[src/rtl/control_fsm.sv]
// Multi-cycle FETCH/DECODE/EXEC/MEM/WB sequencer feeding a 16-bit datapath.
// Optional conditional branch (opcode 0xC) enabled by defining TRON_BRANCH_EN.
module control_fsm #(
  parameter int              WIDTH    = 16,
  parameter int              REGBITS  = 4,
  parameter logic [WIDTH-1:0] RESET_PC = '0
) (
  input  logic               clk,
  input  logic               reset,
  input  logic [15:0]        instr_in,
  input  logic               mem_ready,
  input  logic [4:0]         flags_in,
  output logic [WIDTH-1:0]   pc,
  output logic               addr_sel,
  output logic               mem_req,
  output logic               mem_write,
  output logic [REGBITS-1:0] reg_src_addr,
  output logic [REGBITS-1:0] reg_dst_addr,
  output logic [WIDTH-1:0]   immediate,
  output logic [3:0]         shift_amount,
  output logic [4:0]         alu_op,
  output logic [1:0]         shift_op,
  output logic [1:0]         bus_op,
  output logic               imm_mux,
  output logic               reg_write,
  output logic               halted
);

  typedef enum logic [2:0] {
    S_FETCH,
    S_DECODE,
    S_EXEC,
    S_MEM,
    S_WB,
    S_HALT
  } state_t;

  localparam logic [WIDTH-1:0] PC_ONE = {{(WIDTH-1){1'b0}}, 1'b1};

  state_t           state, state_nxt;
  logic [WIDTH-1:0] pc_nxt;
  logic [15:0]      ir, ir_nxt;
  logic             run;
  logic [3:0]       opcode;
  logic [WIDTH-1:0] imm_sext;
  logic             br_taken;

  assign opcode   = ir[15:12];
  assign imm_sext = {{(WIDTH-8){ir[7]}}, ir[7:0]};

`ifdef TRON_BRANCH_EN
  logic unused_flags;
  assign unused_flags = ^flags_in[2:0];

  // flags_in = {N,Z,F,L,C}
  always_comb begin
    br_taken = 1'b0;
    case (ir[11:8])
      4'h0:    br_taken = flags_in[3];
      4'h1:    br_taken = ~flags_in[3];
      4'h2:    br_taken = flags_in[4];
      4'hE:    br_taken = 1'b1;
      default: br_taken = 1'b0;
    endcase
  end
`else
  logic unused_flags;
  assign unused_flags = ^flags_in;
  assign br_taken     = 1'b0;
`endif

  always_ff @(posedge clk or negedge reset) begin
    if (!reset) begin
      state <= S_FETCH;
      pc    <= RESET_PC;
      ir    <= '0;
      run   <= 1'b0;
    end else begin
      run <= 1'b1;
      if (run) begin
        state <= state_nxt;
        pc    <= pc_nxt;
        ir    <= ir_nxt;
      end
    end
  end

  always_comb begin
    state_nxt = state;
    pc_nxt    = pc;
    ir_nxt    = ir;
    addr_sel  = 1'b0;
    mem_req   = 1'b0;
    mem_write = 1'b0;
    bus_op    = 2'b00;
    imm_mux   = 1'b0;
    reg_write = 1'b0;
    halted    = 1'b0;
    if (run) begin
      unique case (state)
        S_FETCH: begin
          mem_req = 1'b1;
          if (mem_ready) begin
            ir_nxt    = instr_in;
            state_nxt = S_DECODE;
          end
        end
        S_DECODE: state_nxt = S_EXEC;
        S_EXEC: begin
          state_nxt = S_FETCH;
          pc_nxt    = pc + PC_ONE;
          case (opcode)
            4'h0, 4'h1, 4'h2, 4'h3, 4'h4, 4'h5, 4'h6, 4'h7: begin
              bus_op    = 2'b10;
              reg_write = 1'b1;
              imm_mux   = (opcode != 4'h0);
            end
            4'h8: begin
              bus_op    = 2'b11;
              reg_write = 1'b1;
            end
            4'h9, 4'hA: begin
              pc_nxt    = pc;
              state_nxt = S_MEM;
            end
            4'hC: if (br_taken) pc_nxt = pc + imm_sext;
            4'hF: begin
              halted    = 1'b1;
              pc_nxt    = pc;
              state_nxt = S_HALT;
            end
            default: ;
          endcase
        end
        S_MEM: begin
          addr_sel  = 1'b1;
          mem_req   = 1'b1;
          mem_write = (opcode == 4'hA);
          if (mem_ready) begin
            if (opcode == 4'hA) begin
              pc_nxt    = pc + PC_ONE;
              state_nxt = S_FETCH;
            end else begin
              state_nxt = S_WB;
            end
          end
        end
        S_WB: begin
          bus_op    = 2'b01;
          reg_write = 1'b1;
          pc_nxt    = pc + PC_ONE;
          state_nxt = S_FETCH;
        end
        S_HALT:  halted = 1'b1;
        default: state_nxt = S_FETCH;
      endcase
    end
  end

  // IR field decodes are held at zero until the first edge after reset release
  assign reg_src_addr = run ? ir[REGBITS-1:0] : '0;
  assign reg_dst_addr = run ? ir[8 +: REGBITS] : '0;
  assign immediate    = run ? imm_sext : '0;
  assign shift_amount = run ? ir[3:0] : '0;
  assign shift_op     = run ? ir[5:4] : '0;
  assign alu_op       = !run ? 5'd0 :
                        (opcode == 4'h0) ? {1'b0, ir[7:4]} : {1'b1, opcode};

endmodule
[config.mk]
export PLATFORM = sky130hd
export DESIGN_NAME = control_fsm
export DESIGN_NICKNAME = d
export VERILOG_FILES = /design/src/rtl/control_fsm.sv
export SDC_FILE = /design/constraint.sdc
export NUM_CORES = 1
export LEC_CHECK = 0
export CAP_MARGIN = 20
export CORE_ASPECT_RATIO = 0.8
export CORE_MARGIN = 5
export CORE_UTILIZATION = 47
export CTS_BUF_LIST = sky130_fd_sc_hd__clkbuf_8 sky130_fd_sc_hd__clkbuf_16
export DETAILED_ROUTE_END_ITERATION = 16
export PLACE_DENSITY = 0.9
export SYNTH_ARGS = -nofsm -noshare
export SYNTH_HDL_FRONTEND = slang
export SYNTH_SLANG_ARGS = --single-unit
[constraint.sdc]
create_clock -name clk -period 4.2 [get_ports clk]
set_input_delay 0.84 -clock clk [delete_from_list [all_inputs] [get_ports clk]]
set_output_delay 0.84 -clock clk [all_outputs]
set_load 0.02 [all_outputs]
# [Word level (Yosys, flattened, before mapping)]
# Cells that the tools add are included.
[classes] n_addsub=1 multipliers=0 div=0 n_lt_le_gt_ge=0 eq_ne=20 shifts=0 n_mux=33 bitwise_logic=1 reduce_logical=12
[op_table] operator="$mux W16" count=4
[op_table] operator="$pmux W16 S3" count=1
[op_table] operator="$add A16 B1 Y16 const B" count=1
[op_table] operator="$eq A4 B3 Y1 const B" count=4
[op_table] operator="$eq A4 B4 Y1 const B" count=4
[op_table] operator="$pmux W3 S5" count=1
[op_table] operator="$mux W1" count=13
[op_table] operator="$mux W5" count=2
[op_table] operator="$mux W3" count=3
[op_table] operator="$reduce_or A9 Y1" count=1
[op_table] operator="$eq A4 B2 Y1 const B" count=2
[op_table] operator="$mux W4" count=2
[op_table] operator="$ne A2 B2 Y1 const B" count=4
[op_table] operator="$pmux W2 S2" count=2
[op_table] operator="$reduce_or A8 Y1" count=1
[op_table] operator="$eq A3 B2 Y1 const B" count=2
[op_table] operator="$eq A3 B3 Y1 const B" count=2
[op_table] operator="$pmux W3 S2" count=1
[op_table] operator="$reduce_and A5 Y1" count=1
[op_table] operator="$eq A4 B1 Y1 const B" count=1
[op_table] operator="$logic_not A4 Y1" count=1
[op_table] operator="$mux W2" count=2
[op_table] operator="$pmux W1 S2" count=2
[op_table] operator="$reduce_and A4 Y1" count=1
[op_table] operator="8 further kinds" count=9
[totals] ff_bits=36 latch_bits=0 ram_bits=0 romBits=0 out_inout_bits=59 word_cells=71 mem_count=0

# [Depth between registers and ports, before layout]
# Gate-level depths: netlist of the first run.
[depth] word_depth=5 mapped_depth=6

# [Worst setup path before layout of the first run]
# No wires, ideal clock.
[synth_timing] path_kind="reg2out" startpoint="register ir[12]" endpoint="output port reg_write" t_arrival_ps=1847 required_ps=3360 slack_ps=1513 stages_incl_launch_ff=5 path_buffers=1 path_cell_list="dfrtp_1 > clkbuf_1 > or3_1 > a211oi_1 > a21o_1"
[synth_via] elab_chain_len=5 elab_cells_between_ends=13 cone_classes="eq/ne (8); mux (3); reduce/logical (2)"
[synth_lines] element="start, declared" line_no="42" source="logic [15:0] ir, ir_nxt;"
[synth_lines] element="start signal, assigned" line_no="83" source="ir <= ir_nxt;"
[synth_lines] element="$eq A4 B4 Y1 (tied with other cells)" line_no="112" source="case (opcode)"
[synth_lines] element="$reduce_or A9 Y1 (no line) (*)"
[synth_lines] element="$mux W1 (*)" line_no="112"
[synth_lines] element="$pmux W1 S2 (*)" line_no="100" source="unique case (state)"
[synth_lines] element="$mux W1 (*)" line_no="99" source="if (run) begin"
[synth_lines] element="end, declared" line_no="25" source="output logic reg_write,"
# Mark *: on every way between the ends. The rest lies on a longest branch, timed or not.

# [Final worst setup path of the first run]
# Ends and elaborated chain as after synthesis.

==> results of run 1 <==
-- cell families after synthesis --
| kind of cell | Yosys count |
|---|---|
| DFF | 36 |
| xor gates and xnor gates | 17 |
| AOI/OAI and AO/OA | 24 |
| adders and majority gates | 1 |
| and+or+nand+nor | 71 |
| other | 1 |
| buffers and inverters | 35 |
| muxes | 18 |
-- metrics by stage --
step / setup slack [ns] / power (mW) / area, µm² / std cells
floorplan: 1.51 / 1.24 / 2080 / 203
global route: 0.865 / 1.93 / 2840 / 317
CTS: 0.998 / 1.83 / 2840 / 317
finish: 1.01 / 1.81 / 2840 / 317
global placement: 1.34 / 1.50 / 2730 / 309
detailed placement: 1.32 / 1.53 / 2730 / 309
-- per-layer routing --
layer	wire (µm)	GRT usage, %	up-vias
met3	375	5.70	10
met5	0	0	-
met1	2010	20.8	831
met2	2310	27.5	65
met4	112	7.56	0
li1	-	-	795
-- synth_stat cells, drive strengths merged (3+ instances only) --
library cell | instances | area, µm²
dfrtp | 36 | 901
buf | 25 | 185
mux2 | 17 | 191
and2 | 13 | 81.3
a21oi | 10 | 50.1
nand2 | 10 | 37.5
nor2 | 10 | 37.5
xnor2 | 10 | 87.6
xor2 | 7 | 61.3
nand3 | 6 | 30.0
nand4 | 6 | 37.5
nor4 | 6 | 43.8
inv | 5 | 18.8
clkbuf | 4 | 15.0
nor3 | 4 | 20.0
a211oi | 3 | 27.5
and3 | 3 | 18.8
-- state kept, by name (all words and copies together), names as in the netlist --
register  cells
pc           16
state         3
ir           16
run           1
-- worst reg2reg max path: stages (launching register included) --
cell      delay [ns]
dfrtp_1         0.51
xnor2_1         0.31
a311oi_2        0.16
a211o_2         0.45
nand2_1         0.14
mux2_2          0.35
-- where the power goes --
group	leakage [nW]	internal [mW]	switching [mW]
sequential	0.442	0.465	0.159
combinational	0.626	0.457	0.441
clock	0.0593	0.174	0.115
total	1.13	1.10	0.716
-- layout make-up --
type,instances,area [µm²],area share [%]
multi-input combinational,132,961,33.9
sequential,36,901,31.8
timing repair buffer,78,773,27.3
tap,57,71.3,2.51
clock buffer,5,68.8,2.43
clock inverter,3,38.8,1.37
inverter,6,22.5,0.794
-- path summary, 6_finish.rpt --
path,slack (ns),depth (start not counted),end
worst min register to register,0.47,1,pc[15]
max in group asynchronous,3.07,1,pc[9]
worst min-delay path,0.47,1,pc[15]
worst max register to register,2.17,5,pc[1]
min in group asynchronous,0.64,1,pc[10]
worst max-delay path,1.01,4,reg_write
-- layout by cell type, fill, tap and decap left out, drive strengths merged, types with 3 or more instances in the layout --
cell,instances
nor4,6
clkbuf,5
nor3,4
nand2,10
nand4,6
inv,6
a211oi,3
dfrtp,36
and2,13
mux2,17
clkdlybuf4s50,76
nand3,6
and3,3
a21oi,10
xor2,7
xnor2,10
nor2,10
==> flow_summary_export.csv, run 1 <==
group,metric,value,unit
outcome,outcome,"finished clean",
clocking,holdBufCountCts,0,
setup_path,setup.worst_path.class,"register to output pin",
clocking,cts_buffers,5,
synth,syn-cell-area,2080,µm²
layout,drive_gt1_share,12.7,%
global_routing,globalRouteOverflowTotal,0,
layout,post-route-util,67.1,%
synth,synth_fa_ha_area_share,0.600,%
sta,hold_slack,0.473,ns
clocking,cts_tree,"done",
power,power_density,639,nW/µm²
synth,synth_cell_types,44,
layout,n_antenna_cell,0,
place,gp_congestion,0.849,
synth,synthMuxAreaShare,9.66,%
sta,setup_tns,0,ns
synth,synth_compound_area_share,8.22,%
synth,synth_ff_type,"dfrtp_1",
hold_path,hp-start,"pc[15]",
place,port_buffers,77,
synth,ys_ff_latch,36,
sta,fin_crit,3.19,ns
sta,setup_viol,0,
global_routing,grt_start_max_net_pins,37,
synth,synth_xor_area_share,7.14,%
sta,finalHoldViolations,0,
setup_path,critPathSlowestCell,"clkdlybuf4s50_1",
floorplanning,die_x,84.5,µm
floorplanning,core_area,4230,µm²
sta,slew_viol_final,0,
setup_path,path_buf_inv,1,
clocking,clk_latency,0.28,ns
layout,fin_nets,284,
setup_path,reg2reg_from,"ir[13]",
setup_path,critPathLaunchType,"register",
sta,fmax,0.314,GHz
layout,syn2layout_area_growth,36.1,%
setup_path,crit_fanout,11,
synth,synth_warnings,0,
sta,finalCritPeriodShare,75.9,%
routing,drcViolationCount,0,
routing,via_per_inst,5.37,
synth,seq_area_frac_synth,43.2,%
setup_path,cp_top_family,"buffers and inverters",
clocking,cts_sinks,36,
routing,antenna_left,0,
clocking,htree_num_levels,2,
global_routing,grt_pass1_vias,1690,
layout,n_fill_cell,351,
clocking,clock_tree.root_cell,"clkbuf_8",
clocking,cts_max_path_buffers,2,
setup_path,cp_data_required_time,3.36,ns
routing,route.detailed.wl_per_inst,15.2,µm
synth,syn_avg_cell_area,10.3,µm²
global_routing,track_usage,17.1,%
sta,finClkSkew,0.00754,ns
clocking,clk_pin_slew,0.07,ns
setup_path,arrival,2.35,ns
floorplanning,dieArea,5880,µm²
setup_path,crit_start,"ir[12]",
setup_path,end_kind,"output pin",
clocking,post-cts-setup-buffers,0,
routing,drt_wl_total,4810,µm
sta,max_slew_margin,48.1,%
synth,synthSimpleGateAreaFrac,20.3,%
power,power.leakage,1.13,nW
synth,synth-edff-count,0,
setup_path,cp_slowest_stage_delay,0.60,ns
synth,synth_top_family_by_area,"simple AND/OR/NAND/NOR gates",
routing,first_pass_iters,4,
floorplanning,rows,21,
flow_run,cap_violations,0,
setup_path,cp_cell_sequence,"or3_1, a211oi_1, a21o_1, clkdlybuf4s50_1",
synth,postSynth.asyncResetShare,100,%
sta,rsz0062_at_grt,"no",
floorplanning,die_height,69.6,µm
global_routing,grt_antenna_before_repair,0,
synth,synth.net_count,228,
clocking,cts_resized,0,
hold_path,min_path_type,"register to register",
floorplanning,ioPinCount,83,
routing,drt_iter0_drc,87,
synth,syn_inst,203,
global_routing,grt_pass1_wl,8140,µm
power,ir_worst_vdd,0.393,mV
sta,max_slew.worst_pin.slew,0.778,ns
place,dp_hpwl,3630,µm
routing,vias,1701,
floorplanning,start_util,49.3,%
(Power assumes the default switching activity.)
==> run 2: changes to the inputs <==
CORE_UTILIZATION = 39   (was 47)
PLACE_DENSITY = 0.8   (was 0.9)
clock period = 2.75 ns   (was 4.2 ns; I/O delays follow)
==> flow_summary_export.csv, run 2 (synthesized netlist as in run 1, its figures left out) <==
group,metric,value,unit
setup_path,path_depth,4,
routing,antenna_left,0,
global_routing,globalRouteOverflowTotal,0,
routing,first_pass_iters,4,
clocking,clk_pin_slew,0.07,ns
clocking,cts_sinks,36,
power,power.leakage,1.21,nW
flow_run,cap_violations,0,
sta,finalHoldViolations,0,
setup_path,cp_top_family,"buffers and inverters",
sta,fmax,0.371,GHz
place,dp_hpwl,3640,µm
place,dpl-instance-area,2770,µm²
clocking,cts_tree,"done",
power,p_comb_share,52.1,%
clocking,cts_buffers,5,
setup_path,cp_data_required_time,2.20,ns
power,finalPower,2.83,mW
layout,ff_latch_area,902,µm²
layout,multi_input_area,966,µm²
routing,via_per_inst,5.12,
power,p_seq_share,31.8,%
setup_path,critPathSlowestCell,"clkdlybuf4s50_1",
floorplanning,rows,23,
setup_path,crit_fanout,4,
sta,max_slew_margin,46.7,%
routing,route.detailed.wl_per_inst,15.1,µm
floorplanning,ioPinCount,83,
clocking,cts_max_path_buffers,2,
routing,drcViolationCount,0,
power,internal-power,1.71,mW
routing,vias,1668,
floorplanning,core_area,5090,µm²
global_routing,grt_pass1_vias,1629,
routing,drt_wl_total,4920,µm
setup_path,arrival,2.14,ns
global_routing,track_usage,14.2,%
setup_path,critPathLaunchType,"register",
global_routing,grt_pass1_wl,7740,µm
setup_path,path_buf_inv,1,
sta,rsz0062_at_grt,"yes",
layout,drive_gt1_share,14.8,%
layout,fin_nets,288,
sta,fin_crit,2.69,ns
outcome,outcome,"finished clean",
setup_path,cp_cell_sequence,"or3_1, a211oi_1, a21o_1, clkdlybuf4s50_1",
power,power.share.clock,16.1,%
layout,final_cell_mix,"clkdlybuf4s50_1, dfrtp_1, mux2_2",
clocking,post-cts-setup-buffers,0,
layout,final_cell_area,2890,µm²
setup_path,ff2ff_path_depth,6,
power,power_density,980,nW/µm²
setup_path,end_kind,"output pin",
clocking,clock_tree.root_cell,"clkbuf_8",
global_routing,grt_start_max_net_pins,37,
sta,finalCritPeriodShare,98.0,%
routing,drt_iter0_drc,128,
power,ir_worst_vdd,0.647,mV
sta,hold_slack,0.337,ns
place,port_buffers,77,
clocking,clk_latency,0.29,ns
floorplanning,dieArea,6920,µm²
setup_path,setup.worst_path.class,"register to output pin",
sta,setup_viol,0,
floorplanning,die_height,75.4,µm
sta,finClkSkew,0.00606,ns
layout,syn2layout_area_growth,38.6,%
layout,layout_commonest_cell,"clkdlybuf4s50_1",
power,switching_share,39.4,%
hold_path,min_path_type,"input pin to async pin",
floorplanning,start_util,40.9,%
floorplanning,die_x,91.7,µm
layout,n_fill_cell,435,
setup_path,cp_slowest_stage_delay,0.60,ns
layout,n_antenna_cell,0,
layout,top_regs,"ir (16), pc (16), state (3)",
global_routing,grt_antenna_before_repair,0,
sta,slew_viol_final,0,
place,gp_congestion,0.877,
sta,max_slew.worst_pin.slew,0.799,ns
power,p_switching,1.12,mW
clocking,htree_num_levels,2,
clocking,holdBufCountCts,0,
[run 2: path summary, 6_finish.rpt]
kind / slack [ns] / endpoint / start
setup / recovery: 0.06 / reg_write / ir[12]
hold / removal: 0.34 / pc[8] / reset
setup reg to reg: 0.71 / pc[15] / ir[13]
hold reg to reg: 0.49 / pc[4] / pc[4]
max in group asynchronous: 1.86 / state[1] / reset
min in group clk: 0.49 / pc[4] / pc[4]
[run 2: timing repair]
action / in CTS / in global routing
endpoints found under the hold margin: 0 / 0
endpoints found under the setup margin: 0 / 4
resized for setup: 0 / 6
[run 2: routing by layer]
layer  wire [µm]  GRT usage, %  vias to the layer above
met1        2180          17.9                      801
met3         410          4.94                        6
li1            -             -                      802
met5           0             0                        -
met4          53          4.45                        0
met2        2280          23.4                       59
[run 2: power by group through the flow]
stage / sequential (mW) / combinational, mW / clock (mW)
4_1_cts: 0.891 / 1.49 / 0.469
2_1_floorplan: 0.874 / 1.01 / 0
3_3_place_gp: 0.891 / 1.45 / 0
6_report: 0.899 / 1.48 / 0.456
5_1_grt: 0.930 / 1.58 / 0.491
3_5_place_dp: 0.900 / 1.48 / 0
[run 2: cell type report]
class | instances | area share, %
tap | 62 | 2.69
clock inverter | 3 | 1.34
multi-input combinational | 132 | 33.4
timing repair buffer | 82 | 28.2
clock buffer | 5 | 2.38
sequential | 36 | 31.2
inverter | 6 | 0.780
[run 2: worst reg2reg max path, cell delays in order, from the launching register on]
cell	delay, ns
dfrtp_1	0.43
buf_4	0.19
xnor2_1	0.22
a311oi_2	0.14
a211oi_2	0.57
nor4_1	0.18
xor2_1	0.18
[run 2: through the flow]
stage / utilization (%) / cells / worst slack, ns / setup TNS, ns
floorplan: - / 203 / 0.353 / 0
global placement: 54.3 / 318 / 0.350 / 0
detailed placement: 54.3 / 318 / 0.303 / 0
CTS: 56.4 / 326 / 0.0581 / 0
global route: 56.7 / 326 / -0.0495 / -0.0495
finish: 56.7 / 326 / 0.0562 / 0
